==> config.mk <==
export PLATFORM = sky130hd
export DESIGN_NAME = instr_mem_loader_flat
export DESIGN_NICKNAME = d
export VERILOG_FILES = /design/src/rtl/instr_mem_loader_if.sv /design/src/rtl/instr_mem_loader.sv /design/src/flat_wrapper.sv
export SDC_FILE = /design/constraint.sdc
export NUM_CORES = 1
export LEC_CHECK = 0
export CAP_MARGIN = 15
export CORE_ASPECT_RATIO = 0.7
export CORE_UTILIZATION = 50
export CTS_CLUSTER_DIAMETER = 150
export CTS_CLUSTER_SIZE = 40
export DETAILED_ROUTE_END_ITERATION = 6
export GPL_TIMING_DRIVEN = 0
export MAX_ROUTING_LAYER = met4
export PLACE_DENSITY = 0.76
export SLEW_MARGIN = 15
export SYNTH_ARGS = -nofsm -noshare
export SYNTH_HDL_FRONTEND = slang
export SYNTH_SLANG_ARGS = --single-unit
==> constraint.sdc <==
create_clock -name clk -period 2.2 [get_ports clk]
set_input_delay 0.66 -clock clk [delete_from_list [all_inputs] [get_ports clk]]
set_output_delay 0.66 -clock clk [all_outputs]
set_load 0.1 [all_outputs]
==> src/rtl/instr_mem_loader_if.sv <==
`default_nettype none
// ----------------------------------------------------------------------------
// instr_mem_loader_if : byte-stream handshake plus instruction-memory write bus
// Rev 1.0
// ----------------------------------------------------------------------------
interface instr_mem_loader_if #(
  parameter int ADDR_WIDTH = 8
);
  logic [7:0]            in_data;
  logic                  in_valid;
  logic                  in_ready;
  logic                  mem_we;
  logic [ADDR_WIDTH-1:0] mem_addr;
  logic [31:0]           mem_wdata;

  // master: stream source and memory-bus observer; slave: the loader itself
  modport master (
    output in_data, in_valid,
    input  in_ready, mem_we, mem_addr, mem_wdata
  );

  modport slave (
    input  in_data, in_valid,
    output in_ready, mem_we, mem_addr, mem_wdata
  );
endinterface
`default_nettype wire

==> src/rtl/instr_mem_loader.sv <==
`default_nettype none
// ----------------------------------------------------------------------------
// instr_mem_loader : framed byte stream -> big-endian words written from address 0
// Optional macro LOADER_CHECKSUM_EN adds a trailing XOR checksum byte. Rev 1.0
// ----------------------------------------------------------------------------
module instr_mem_loader #(
  parameter int ADDR_WIDTH = 8
) (
  input  wire logic         clk,
  input  wire logic         rst,
  input  wire logic         i_start,
  instr_mem_loader_if.slave bus,
  output logic              o_cpu_stall,
  output logic              o_done,
  output logic              o_error
);

  localparam logic [2:0] c_IDLE   = 3'd0;
  localparam logic [2:0] c_LEN_HI = 3'd1;
  localparam logic [2:0] c_LEN_LO = 3'd2;
  localparam logic [2:0] c_DATA   = 3'd3;
`ifdef LOADER_CHECKSUM_EN
  localparam logic [2:0] c_CHK    = 3'd4;
  localparam logic [2:0] c_TAIL   = c_CHK;
`else
  localparam logic [2:0] c_TAIL   = 3'd5;
`endif
  localparam logic [2:0] c_DONE   = 3'd5;

  // 17 bits so DEPTH itself is representable for ADDR_WIDTH up to 16
  localparam logic [16:0] c_DEPTH = 17'd1 << ADDR_WIDTH;

  logic [2:0]            r_state;
  logic [2:0]            w_next;
  logic                  w_in_ready;
  logic                  w_busy;
  logic                  w_done;
  logic                  w_accept;
  logic [15:0]           r_len;
  logic [15:0]           w_len_full;
  logic                  w_len_over;
  logic                  w_len_zero;
  logic [15:0]           r_word_idx;
  logic [1:0]            r_byte_cnt;
  logic [23:0]           r_shift;
  logic                  w_last_byte;
  logic                  r_mem_we;
  logic [ADDR_WIDTH-1:0] r_mem_addr;
  logic [31:0]           r_mem_wdata;
  logic                  r_error;
`ifdef LOADER_CHECKSUM_EN
  logic [7:0]            r_xor;
`endif

  assign w_accept    = bus.in_valid & w_in_ready;
  assign w_len_full  = {r_len[15:8], bus.in_data};
  assign w_len_over  = {1'b0, w_len_full} > c_DEPTH;
  assign w_len_zero  = (w_len_full == 16'd0);
  assign w_last_byte = (r_byte_cnt == 2'd3) && (r_word_idx == r_len - 16'd1);

  always_ff @(posedge clk) begin
    if (rst) begin
      r_state <= c_IDLE;
    end else begin
      r_state <= w_next;
    end
  end

  always_comb begin
    w_next = r_state;
    case (r_state)
      c_IDLE:   if (i_start) w_next = c_LEN_HI;
      c_LEN_HI: if (w_accept) w_next = c_LEN_LO;
      c_LEN_LO: begin
        if (w_accept) begin
          if (w_len_over)      w_next = c_DONE;
          else if (w_len_zero) w_next = c_TAIL;
          else                 w_next = c_DATA;
        end
      end
      c_DATA:   if (w_accept && w_last_byte) w_next = c_TAIL;
`ifdef LOADER_CHECKSUM_EN
      c_CHK:    if (w_accept) w_next = c_DONE;
`endif
      c_DONE:   if (i_start) w_next = c_LEN_HI;
      default:  w_next = c_IDLE;
    endcase
  end

  always_comb begin
    w_in_ready = 1'b0;
    w_busy     = 1'b0;
    w_done     = 1'b0;
    case (r_state)
      c_LEN_HI, c_LEN_LO, c_DATA: begin
        w_in_ready = 1'b1;
        w_busy     = 1'b1;
      end
`ifdef LOADER_CHECKSUM_EN
      c_CHK: begin
        w_in_ready = 1'b1;
        w_busy     = 1'b1;
      end
`endif
      c_DONE:  w_done = 1'b1;
      default: ;
    endcase
  end

  always_ff @(posedge clk) begin
    if (rst) begin
      r_len       <= 16'd0;
      r_word_idx  <= 16'd0;
      r_byte_cnt  <= 2'd0;
      r_shift     <= 24'd0;
      r_mem_we    <= 1'b0;
      r_mem_addr  <= '0;
      r_mem_wdata <= 32'd0;
      r_error     <= 1'b0;
`ifdef LOADER_CHECKSUM_EN
      r_xor       <= 8'd0;
`endif
    end else begin
      r_mem_we <= 1'b0;
      case (r_state)
        c_IDLE, c_DONE: begin
          if (i_start) begin
            r_error <= 1'b0;
`ifdef LOADER_CHECKSUM_EN
            r_xor   <= 8'd0;
`endif
          end
        end
        c_LEN_HI: if (w_accept) r_len[15:8] <= bus.in_data;
        c_LEN_LO: begin
          if (w_accept) begin
            r_len[7:0] <= bus.in_data;
            r_word_idx <= 16'd0;
            r_byte_cnt <= 2'd0;
            if (w_len_over) r_error <= 1'b1;
          end
        end
        c_DATA: begin
          if (w_accept) begin
            r_shift    <= {r_shift[15:0], bus.in_data};
            r_byte_cnt <= r_byte_cnt + 2'd1;
`ifdef LOADER_CHECKSUM_EN
            r_xor      <= r_xor ^ bus.in_data;
`endif
            // fourth byte completes the word; write it out next cycle
            if (r_byte_cnt == 2'd3) begin
              r_mem_we    <= 1'b1;
              r_mem_addr  <= r_word_idx[ADDR_WIDTH-1:0];
              r_mem_wdata <= {r_shift, bus.in_data};
              r_word_idx  <= r_word_idx + 16'd1;
            end
          end
        end
`ifdef LOADER_CHECKSUM_EN
        c_CHK: if (w_accept && (bus.in_data != r_xor)) r_error <= 1'b1;
`endif
        default: ;
      endcase
    end
  end

  assign bus.in_ready  = w_in_ready;
  assign bus.mem_we    = r_mem_we;
  assign bus.mem_addr  = r_mem_addr;
  assign bus.mem_wdata = r_mem_wdata;
  assign o_cpu_stall   = w_busy;
  assign o_done        = w_done;
  assign o_error       = r_error;

endmodule
`default_nettype wire

==> src/flat_wrapper.sv <==
// flat-port wrapper written by rule: the top's interface ports become plain ports
module instr_mem_loader_flat 
#(
  parameter int ADDR_WIDTH = 8
)
  (clk, rst, i_start, o_cpu_stall, o_done, o_error, bus_in_data, bus_in_valid, bus_in_ready, bus_mem_we, bus_mem_addr, bus_mem_wdata);
  instr_mem_loader_if #(.ADDR_WIDTH(ADDR_WIDTH)) bus_i ();
  input  wire logic clk;
  input  wire logic rst;
  input  wire logic i_start;
  output logic o_cpu_stall;
  output logic o_done;
  output logic o_error;
  input wire logic [$bits(bus_i.in_data)-1:0] bus_in_data;
  input wire logic [$bits(bus_i.in_valid)-1:0] bus_in_valid;
  output wire logic [$bits(bus_i.in_ready)-1:0] bus_in_ready;
  output wire logic [$bits(bus_i.mem_we)-1:0] bus_mem_we;
  output wire logic [$bits(bus_i.mem_addr)-1:0] bus_mem_addr;
  output wire logic [$bits(bus_i.mem_wdata)-1:0] bus_mem_wdata;
  assign bus_i.in_data = bus_in_data;
  assign bus_i.in_valid = bus_in_valid;
  assign bus_in_ready = bus_i.in_ready;
  assign bus_mem_we = bus_i.mem_we;
  assign bus_mem_addr = bus_i.mem_addr;
  assign bus_mem_wdata = bus_i.mem_wdata;
  instr_mem_loader #(.ADDR_WIDTH(ADDR_WIDTH)) u_core (.clk(clk), .rst(rst), .i_start(i_start), .bus(bus_i), .o_cpu_stall(o_cpu_stall), .o_done(o_done), .o_error(o_error));
endmodule
# ---- After elaboration in Yosys (flattened, before gate mapping)
# Index checks and enable logic that the tools add are counted.
dict set report totals {
  regBits 103
  in_bits 12
  output_inout_bits 45
}
dict set report classes {
  add_sub_neg 3
  order_cmp 1
  eq_ne 13
  n_mux 21
  n_bitwise 3
  n_reduce_logical 17
}
# cell n
set ops {}
lappend ops {{$mux 16} 3}
lappend ops {{$pmux 16 s2} 1}
lappend ops {{$mux 3} 6}
lappend ops {{$add 16x1->16 const B} 1}
lappend ops {{$eq 16x16->1} 1}
lappend ops {{$gt 16x9->1 const B} 1}
lappend ops {{$logic_not 16->1} 1}
lappend ops {{$sub 16x1->16 const B} 1}
lappend ops {{$ne 2x1->1 const B} 7}
lappend ops {{$pmux 3 s4} 1}
lappend ops {{$reduce_and 4->1} 3}
lappend ops {{$eq 3x2->1 const B} 2}
lappend ops {{$mux 1} 6}
lappend ops {{$reduce_and 2->1} 3}
lappend ops {{$reduce_and 3->1} 2}
lappend ops {{$reduce_or 3->1} 2}
lappend ops {{$mux 2} 2}
lappend ops {{$pmux 2 s2} 1}
lappend ops {{$reduce_bool 2->1} 2}
lappend ops {{$eq 3x1->1 const B} 1}
lappend ops {{$eq 3x3->1 const B} 1}
lappend ops {{$logic_not 3->1} 1}
lappend ops {{$add 2x1->2 const B} 1}
lappend ops {{$eq 2x2->1 const B} 1}
lappend ops {{other kinds (5)} 7}

# ---- Depth between registers and ports, before layout
# Gate-level depths: netlist of run 1.
dict set report depth {
  word_depth 7
  mapped_depth 9
  ltp_nobuf 8
}

# ---- Worst setup path before layout of run 1
# No wires, ideal clock.
dict set report synth_timing {
  path_type {reg2reg}
  from {register u_core.r_state[1]}
  to {register u_core.r_state[1]}
  arrival_time_ps 2897
  slack_ps -831
  path_stages_with_launch 7
  path_buffers 0
  path_cell_list {dfxtp_1 -> nor2_1 -> nor2_1 -> nand4_1 -> or4_4 -> o41ai_2 -> a211oi_1}
}
dict set report synth_via {
  elab_chain_len 7
  word_cells_on_any_way 16
  cone_classes {eq/ne: 8; mux: 2; bitwise: 1; reduce/logical: 5}
}
# element line
set synth_lines {}
lappend synth_lines {{start: declaration} instr_mem_loader.sv:33} ;# logic [2:0] r_state;
lappend synth_lines {{start signal: assignment} instr_mem_loader.sv:63} ;# r_state <= c_IDLE;
lappend synth_lines {{start signal: assignment} instr_mem_loader.sv:65} ;# r_state <= w_next;
lappend synth_lines {{$eq 3x1->1 or $eq 3x2->1 (tied branches)} instr_mem_loader.sv:94} ;# case (r_state)
lappend synth_lines {{$reduce_or 3->1 *} instr_mem_loader.sv:94}
lappend synth_lines {{$mux 1 *} instr_mem_loader.sv:94}
lappend synth_lines {{via bus_in_ready} flat_wrapper.sv:16} ;# output wire logic [$bits(bus_i.in_ready)-1:0] bus_in_ready;
lappend synth_lines {{$and 1x1->1 *} instr_mem_loader.sv:55} ;# assign w_accept = bus.in_valid & w_in_ready;
lappend synth_lines {{$logic_and 1x1->1} instr_mem_loader.sv:81} ;# c_DATA: if (w_accept && w_last_byte) w_next = c_TAIL;
lappend synth_lines {{$ne 2x1->1 (no line)} --}
lappend synth_lines {{$reduce_and 4->1 (no line) *} --}
# The timed path passes the listed nets; every way through them passes the cells marked *.
# A chain may end at the register's enable or synchronous reset.

# ---- Worst setup path in the final report of run 1
dict set report layout_timing {
  from {register u_core.r_len[10]}
  to {register u_core.r_state[1]}
}
dict set report layout_via {
  elab_chain_len 6
  word_cells_on_any_way 12
  cone_classes {add/sub: 1; order compare: 1; eq/ne: 2; mux: 4; reduce/logical: 4}
}
# element line
set layout_lines {}
lappend layout_lines {{start: declaration} instr_mem_loader.sv:39} ;# logic [15:0] r_len;
lappend layout_lines {{start signal: assignment} instr_mem_loader.sv:134} ;# c_LEN_HI: if (w_accept) r_len[15:8] <= bus.in_data;
lappend layout_lines {{$sub 16x1->16} instr_mem_loader.sv:59} ;# assign w_last_byte = (r_byte_cnt == 2'd3) && (r_word_idx == r_len - 16'd1);
lappend layout_lines {{$eq 16x16->1} instr_mem_loader.sv:59}
lappend layout_lines {{$logic_and 1x1->1} instr_mem_loader.sv:59}
lappend layout_lines {{$logic_and 1x1->1} instr_mem_loader.sv:81}
lappend layout_lines {{$ne 2x1->1 (no line)} --}
lappend layout_lines {{$reduce_and 4->1 (no line)} --}
# Parallel ways exist; a longest one is shown, timed or not. The select of a mux whose other input is x is not followed.

==> results of run 1 <==
per-layer routing:
metal	share of wire	vias to the layer above	routed length, um	global-route usage
met4	0.020	0	225	0.101
met2	0.44	151	5050	0.407
met5	0	-	0	-
met1	0.47	1957	5390	0.356
li1	-	2050	-	-
met3	0.068	24	773	0.0627
cells in the mapped netlist, types with 2 or more instances:
| cell | number | area [um2] |
|---|---|---|
| nand2_1 | 157 | 589 |
| dfxtp_1 | 103 | 2060 |
| a21oi_1 | 90 | 450 |
| nor2_1 | 37 | 139 |
| clkbuf_1 | 33 | 124 |
| xnor2_1 | 16 | 140 |
| xor2_1 | 12 | 105 |
| mux2i_1 | 11 | 110 |
| or3_1 | 9 | 56.3 |
| o21ai_0 | 8 | 40.0 |
| inv_1 | 7 | 26.3 |
| nand3_1 | 6 | 30.0 |
| nand4_1 | 6 | 37.5 |
| nor3_1 | 6 | 30.0 |
| nor4_1 | 5 | 31.3 |
| and3_1 | 4 | 25.0 |
| and2_1 | 3 | 18.8 |
| ha_1 | 3 | 37.5 |
| nand2b_1 | 3 | 18.8 |
| or2_2 | 3 | 18.8 |
| or4_1 | 3 | 22.5 |
| buf_1 | 2 | 7.51 |
| mux2_2 | 2 | 22.5 |
| nand3b_1 | 2 | 15.0 |
| nor4b_1 | 2 | 17.5 |
| o22ai_1 | 2 | 12.5 |
| o31a_1 | 2 | 17.5 |
| or4_4 | 2 | 22.5 |
metrics by stage:
step / TNS, ns / worst slack, ns
floorplan: -0.0243 / -0.0243
global placement: -31.33 / -0.646
detailed placement: -37.02 / -0.711
CTS: -0.477 / -0.261
global route: -0.614 / -0.319
finish: -0.415 / -0.215
layout make-up:
cell class                 instances  area share
buffer                            33      0.0251
tap                              120      0.0273
clock buffer                      12      0.0467
multi-input combinational        416       0.420
timing repair buffer              65      0.0941
clock inverter                     3     0.00342
sequential                       103       0.378
inverter                           7     0.00479
logic make-up after synthesis:
group	synth area share
multiplexers	0.0297
AO/OA/AOI/OAI	0.145
flip-flops	0.462
XOR/XNOR	0.0600
AND/OR/NAND/NOR	0.257
adder cells (fa/ha/maj)	0.00841
buffers and inverters	0.0381
path summary, 6_finish.rpt:
| path | to | slack, ns | cells past startpoint |
|---|---|---|---|
| max reg2reg | u_core.r_state[1] | -0.22 | 6 |
| max | u_core.r_state[1] | -0.22 | 6 |
| min reg2reg | u_core.bus.mem_wdata[13] | 0.45 | 2 |
| min | u_core.bus.mem_wdata[13] | 0.45 | 2 |
report_power, final:
part           switching [W]  total, W  internal, W  leakage, nW
Clock               0.000673   0.00149     0.000821        0.138
Combinational       0.000225  0.000375     0.000150        0.962
Sequential         0.0000220   0.00190      0.00188        0.834
Total               0.000920   0.00377      0.00285         1.93
state kept, by name, indices dropped and copies added, names as in the netlist:
| signal | flops |
|---|---|
| u_core.o_error | 1 |
| u_core.r_shift | 24 |
| u_core.r_state | 3 |
| u_core.bus.mem_wdata | 32 |
| u_core.bus.mem_we | 1 |
| u_core.bus.mem_addr | 8 |
| u_core.r_byte_cnt | 2 |
| u_core.r_len | 16 |
| u_core.r_word_idx | 16 |
worst max-delay path, cell delays in order, from the launching register on:
cell	delay, ns
dfxtp_4	0.35
or4_4	0.55
nor4_4	0.27
xnor2_1	0.10
or4_4	0.50
o41ai_4	0.40
a211oi_2	0.13
repair_timing:
action / in CTS / in global routing
pin swaps: 5 / 4
gates cloned: 0 / 0
resized for setup: 105 / 51
hold endpoints to repair: 0 / 0
buffers inserted: 8 / 2
setup endpoints to repair: 82 / 60
==> results.ini, run 1 <==
[placed_design]
io_buffers=55
globalplace.congestion=0.862
dp_hpwl_um=8080
dp.cells=738
post_dp_cell_area_um2=5200

[hold_path]
hp-class=reg -> reg
min_from=u_core.bus.mem_wdata[13]

[routing]
drtPass1Iterations=5
wire_per_inst_um=15.1
routed_wl_um=11400
first_iter_violations=230
drc_errors=0
via_per_inst=5.51
antenna_left=0
vias=4182

[layout]
diodes=0
drive_gt1_frac=0.142
final_area_um2=5490
multi_input_area_um2=2310
n_fill_cell=753
layout_commonest_cell=nand2_1
stdcell_count=759
nets=650
utilization=0.642
syn_to_final_growth_pct=23.0
mostFrequentLayoutCells=nand2_1 (157), dfxtp_1 (97), a21oi_1 (90), nor2_1 (35), clkbuf_1 (28)
seqCellArea_um2=2080

[timing]
slew_headroom=0.359
skew_ns=0.00664
rsz0062_at_grt=yes
period_minus_slack_ns=2.42
finalWorstSetupSlack_ns=-0.215
hold_violations=0
slew_violations=0
whs_ns=0.454
fin_crit_sh=1.10
max_freq_mhz=414
worst_slew_pin_slew_ns=0.965
setup_viol=2

[clocking]
clockBufferDepth=2
cts.sinks=103
path_clk_slew_ns=0.07
cts_buffers=9
cts_tree=built
root_buffer=clkbuf_16
cts.hold.buffers_added=0
clock_latency_ns=0.35
h-tree-depth=3

[global_routing]
grt_first_pass_wirelength_um=18800
grt_use_total=0.271
antenna_found_initial=0
grt_start_max_net_pins=16
overflow=0
grt_pass1_vias=3840

[yosys]
synth-edff-count=0
yosysWarnings=0
synth_cell_types=52
yosys_most_used_dff=dfxtp_1
avgSynthCellArea_um2=7.93
synth.cell_area_um2=4460
async_flop_share=0
postSynthCellCount=563
ys_seq_area_frac=0.462
synthesis.nets=578
ys_seq_elements=103

[worst_setup_path]
cp-startpoint=u_core.r_len[10]
cp-end-kind=flop
cp.arrival_ns=2.63
critPathRequiredTime_ns=2.41
path_class=reg -> reg
start_kind=flop
r2r_start=u_core.r_len[10]
cp_max_fo=3

[power_and_ir_drop]
p_total_w=0.00377
peakVddDrop_uv=546
leakagePower_nw=1.93
power_density_nw_per_um2=686

[die]
die_area_um2=9320
core_area_um2=8550
std_cell_rows=28
initial_core_util=0.522
fp.dieH_um=81.1
io_pins=57
die_x_um=115

[flow_run]
drv_cap=0

[outcome]
violations=negative setup slack
status=complete, but fails checks

No activity file was read; power rests on OpenSTA's default activity.
==> run 2, diff against run 1 <==
--- a/config.mk
+++ b/config.mk
@@ -7,13 +7,13 @@
 export LEC_CHECK = 0
 export CAP_MARGIN = 15
 export CORE_ASPECT_RATIO = 0.7
-export CORE_UTILIZATION = 50
+export CORE_UTILIZATION = 55
 export CTS_CLUSTER_DIAMETER = 150
-export CTS_CLUSTER_SIZE = 40
+export CTS_CLUSTER_SIZE = 30
 export DETAILED_ROUTE_END_ITERATION = 6
 export GPL_TIMING_DRIVEN = 0
 export MAX_ROUTING_LAYER = met4
-export PLACE_DENSITY = 0.76
+export PLACE_DENSITY = 0.79
 export SLEW_MARGIN = 15
 export SYNTH_ARGS = -nofsm -noshare
 export SYNTH_HDL_FRONTEND = slang
==> constraint.sdc (replaced) <==
create_clock -name clk -period 3 [get_ports clk]
set_input_delay 0.9 -clock clk [delete_from_list [all_inputs] [get_ports clk]]
set_output_delay 0.9 -clock clk [all_outputs]
set_load 0.1 [all_outputs]
==> results.ini, run 2 (synthesis gave the netlist of run 1 again) <==
[layout]
largest_reg_flops=32  ; unchanged
nets=644  ; -0.92%
drive_gt1_frac=0.0489  ; -0.0935
layout_commonest_cell=nand2_1
seqCellArea_um2=2060  ; -0.72%
stdcell_count=735  ; -3.2%
diodes=0  ; unchanged
multi_input_area_um2=2240  ; -3.0%
utilization=0.690  ; +0.0474
syn_to_final_growth_pct=21.6
final_area_um2=5430  ; -1.1%
n_fill_cell=665  ; -12%
mostFrequentLayoutCells=nand2_1 (157), dfxtp_1 (103), a21oi_1 (90), clkdlybuf4s50_1 (52), nor2_1 (36)

[clocking]
cts_tree=built
clock_latency_ns=0.34  ; about the same
root_buffer=clkbuf_16
clockBufferDepth=2  ; unchanged
cts.sinks=103  ; unchanged
cts_buffers=9  ; unchanged
h-tree-depth=3  ; unchanged
path_clk_slew_ns=0.07  ; about the same

[power_and_ir_drop]
power.clock.fraction=0.405  ; +0.008
peakVddDrop_uv=329  ; -40%
cellInternalPower_w=0.00205  ; -28%
power_switching_share=0.259  ; +0.0150
power_frac_comb=0.091  ; -0.008
p_seq_frac=0.504  ; about the same
power_density_nw_per_um2=509  ; -26%
leakagePower_nw=1.82  ; -6.2%
p_sw_w=0.000716  ; -22%

[worst_setup_path]
crit_path_max_incr_delay_ns=0.84  ; +0.29 ns
cpLargestDelayFamily=buffers and inverters
r2r_setup_slack_ns=0.28  ; +0.50 ns
cp.arrival_ns=2.03  ; -0.60 ns
path_buf_inv=2  ; +2
cp_max_fo=6  ; +3
slowest_stage=dlygate4sd2_1
critPathRequiredTime_ns=2.10  ; -0.31 ns
path_class=reg -> out
path_cells=nor2_1 -> nor2_2 -> buf_4 -> dlygate4sd2_1
start_kind=flop
cp-end-kind=output pin

[routing]
drc_errors=0  ; unchanged
wire_per_inst_um=15.3  ; +1.5%
first_iter_violations=276  ; +20%
via_per_inst=5.62  ; +2.1%
routed_wl_um=11200  ; -1.7%
vias=4133  ; -1.2%
drtPass1Iterations=4  ; -1
antenna_left=0  ; unchanged

[global_routing]
grt_use_total=0.293  ; +0.0227
antenna_found_initial=0  ; unchanged
overflow=0  ; unchanged
grt_pass1_vias=3700  ; -3.6%
grt_first_pass_wirelength_um=18600  ; -0.81%
grt_start_max_net_pins=19  ; +3

[placed_design]
post_dp_cell_area_um2=5140  ; -1.2%
globalplace.congestion=0.822  ; -4.6%
dp.cells=719  ; -2.6%
io_buffers=55  ; unchanged
place_ws_ns=-0.130  ; +0.581 ns
dp_hpwl_um=8150  ; +0.89%

[outcome]
status=finished, final reports clean

[timing]
period_minus_slack_ns=2.93
finalWorstSetupSlack_ns=0.0693  ; +0.284 ns
hold_violations=0  ; unchanged
rsz0062_at_grt=no
worst_slew_pin_slew_ns=1.01  ; +0.0460 ns
max_freq_mhz=341
setup_viol=0  ; -2
slew_violations=0  ; unchanged
fin_crit_sh=0.977
slew_headroom=0.324  ; -0.0353
skew_ns=0.00619  ; -0.000446 ns

[die]
initial_core_util=0.567  ; +0.0449
io_pins=57  ; unchanged
fp.dieH_um=77.4  ; -4.5%
core_area_um2=7870  ; -7.9%
die_area_um2=8490  ; -8.9%
std_cell_rows=27  ; -3.6%
die_x_um=110  ; -4.6%

[hold_path]
hp-class=reg -> reg

[flow_run]
drv_cap=0  ; unchanged

## run 2: area by class of cell
class | count | share of cell area
inverters | 7 | 0.00484
flip-flops and latches | 103 | 0.380
clock inverters | 6 | 0.0101
plain buffers | 37 | 0.0265
clock buffers | 10 | 0.0422
multi-input cells | 416 | 0.412
repair buffers | 55 | 0.101
well taps | 101 | 0.0233
## run 2: path summary, 6_finish.rpt
check | startpoint | endpoint | depth (start not counted)
worst min register to register | u_core.bus.mem_addr[4] | u_core.bus.mem_addr[4] | 2
worst min-delay path | u_core.bus.mem_addr[4] | u_core.bus.mem_addr[4] | 2
worst max-delay path | u_core.r_state[1] | o_cpu_stall | 4
worst max register to register | u_core.r_len[0] | u_core.r_state[1] | 9
## run 2: per-stage QoR
stage | hold WS (ns) | power (W) | TNS (ns)
finish | 0.456 | 0.00276 | 0
global placement | 0.439 | 0.00167 | -0.198
detailed placement | 0.447 | 0.00167 | -0.682
floorplan | 0.432 | 0.00160 | 0
CTS | 0.458 | 0.00277 | 0
global route | 0.474 | 0.00285 | 0
## run 2: worst register-to-register path, delay by kind of cell (launching register included)
kind                     cells  cell delay (ns)
buffers and inverters        2             0.25
adder cells (fa/ha/maj)      1             0.29
flip-flops                   1             0.36
AO/OA/AOI/OAI                2             0.59
AND/OR/NAND/NOR              3             1.01
XOR/XNOR                     1             0.09
## run 2: power groups by stage
stage                     Combinational (W)  Clock, W  Sequential [W]
after floorplan                    0.000181         0         0.00142
after global placement             0.000243         0         0.00142
after detailed placement           0.000250         0         0.00142
after CTS                          0.000249   0.00113         0.00139
after global routing               0.000269   0.00119         0.00139
final                              0.000252   0.00112         0.00139
## run 2: layer usage
metal  wire [um]  GRT usage
met1        5300      0.411
met2        5060      0.433
met3         786     0.0597
met4         104     0.0733
met5           0          -
## run 2: timing repair
item,in CTS,in global routing
hold buffers,0,0
endpoints found under the setup margin,3,2
gates resized for setup,5,2
hold endpoints to repair,0,0
pin swaps,0,0
buffers inserted,0,0
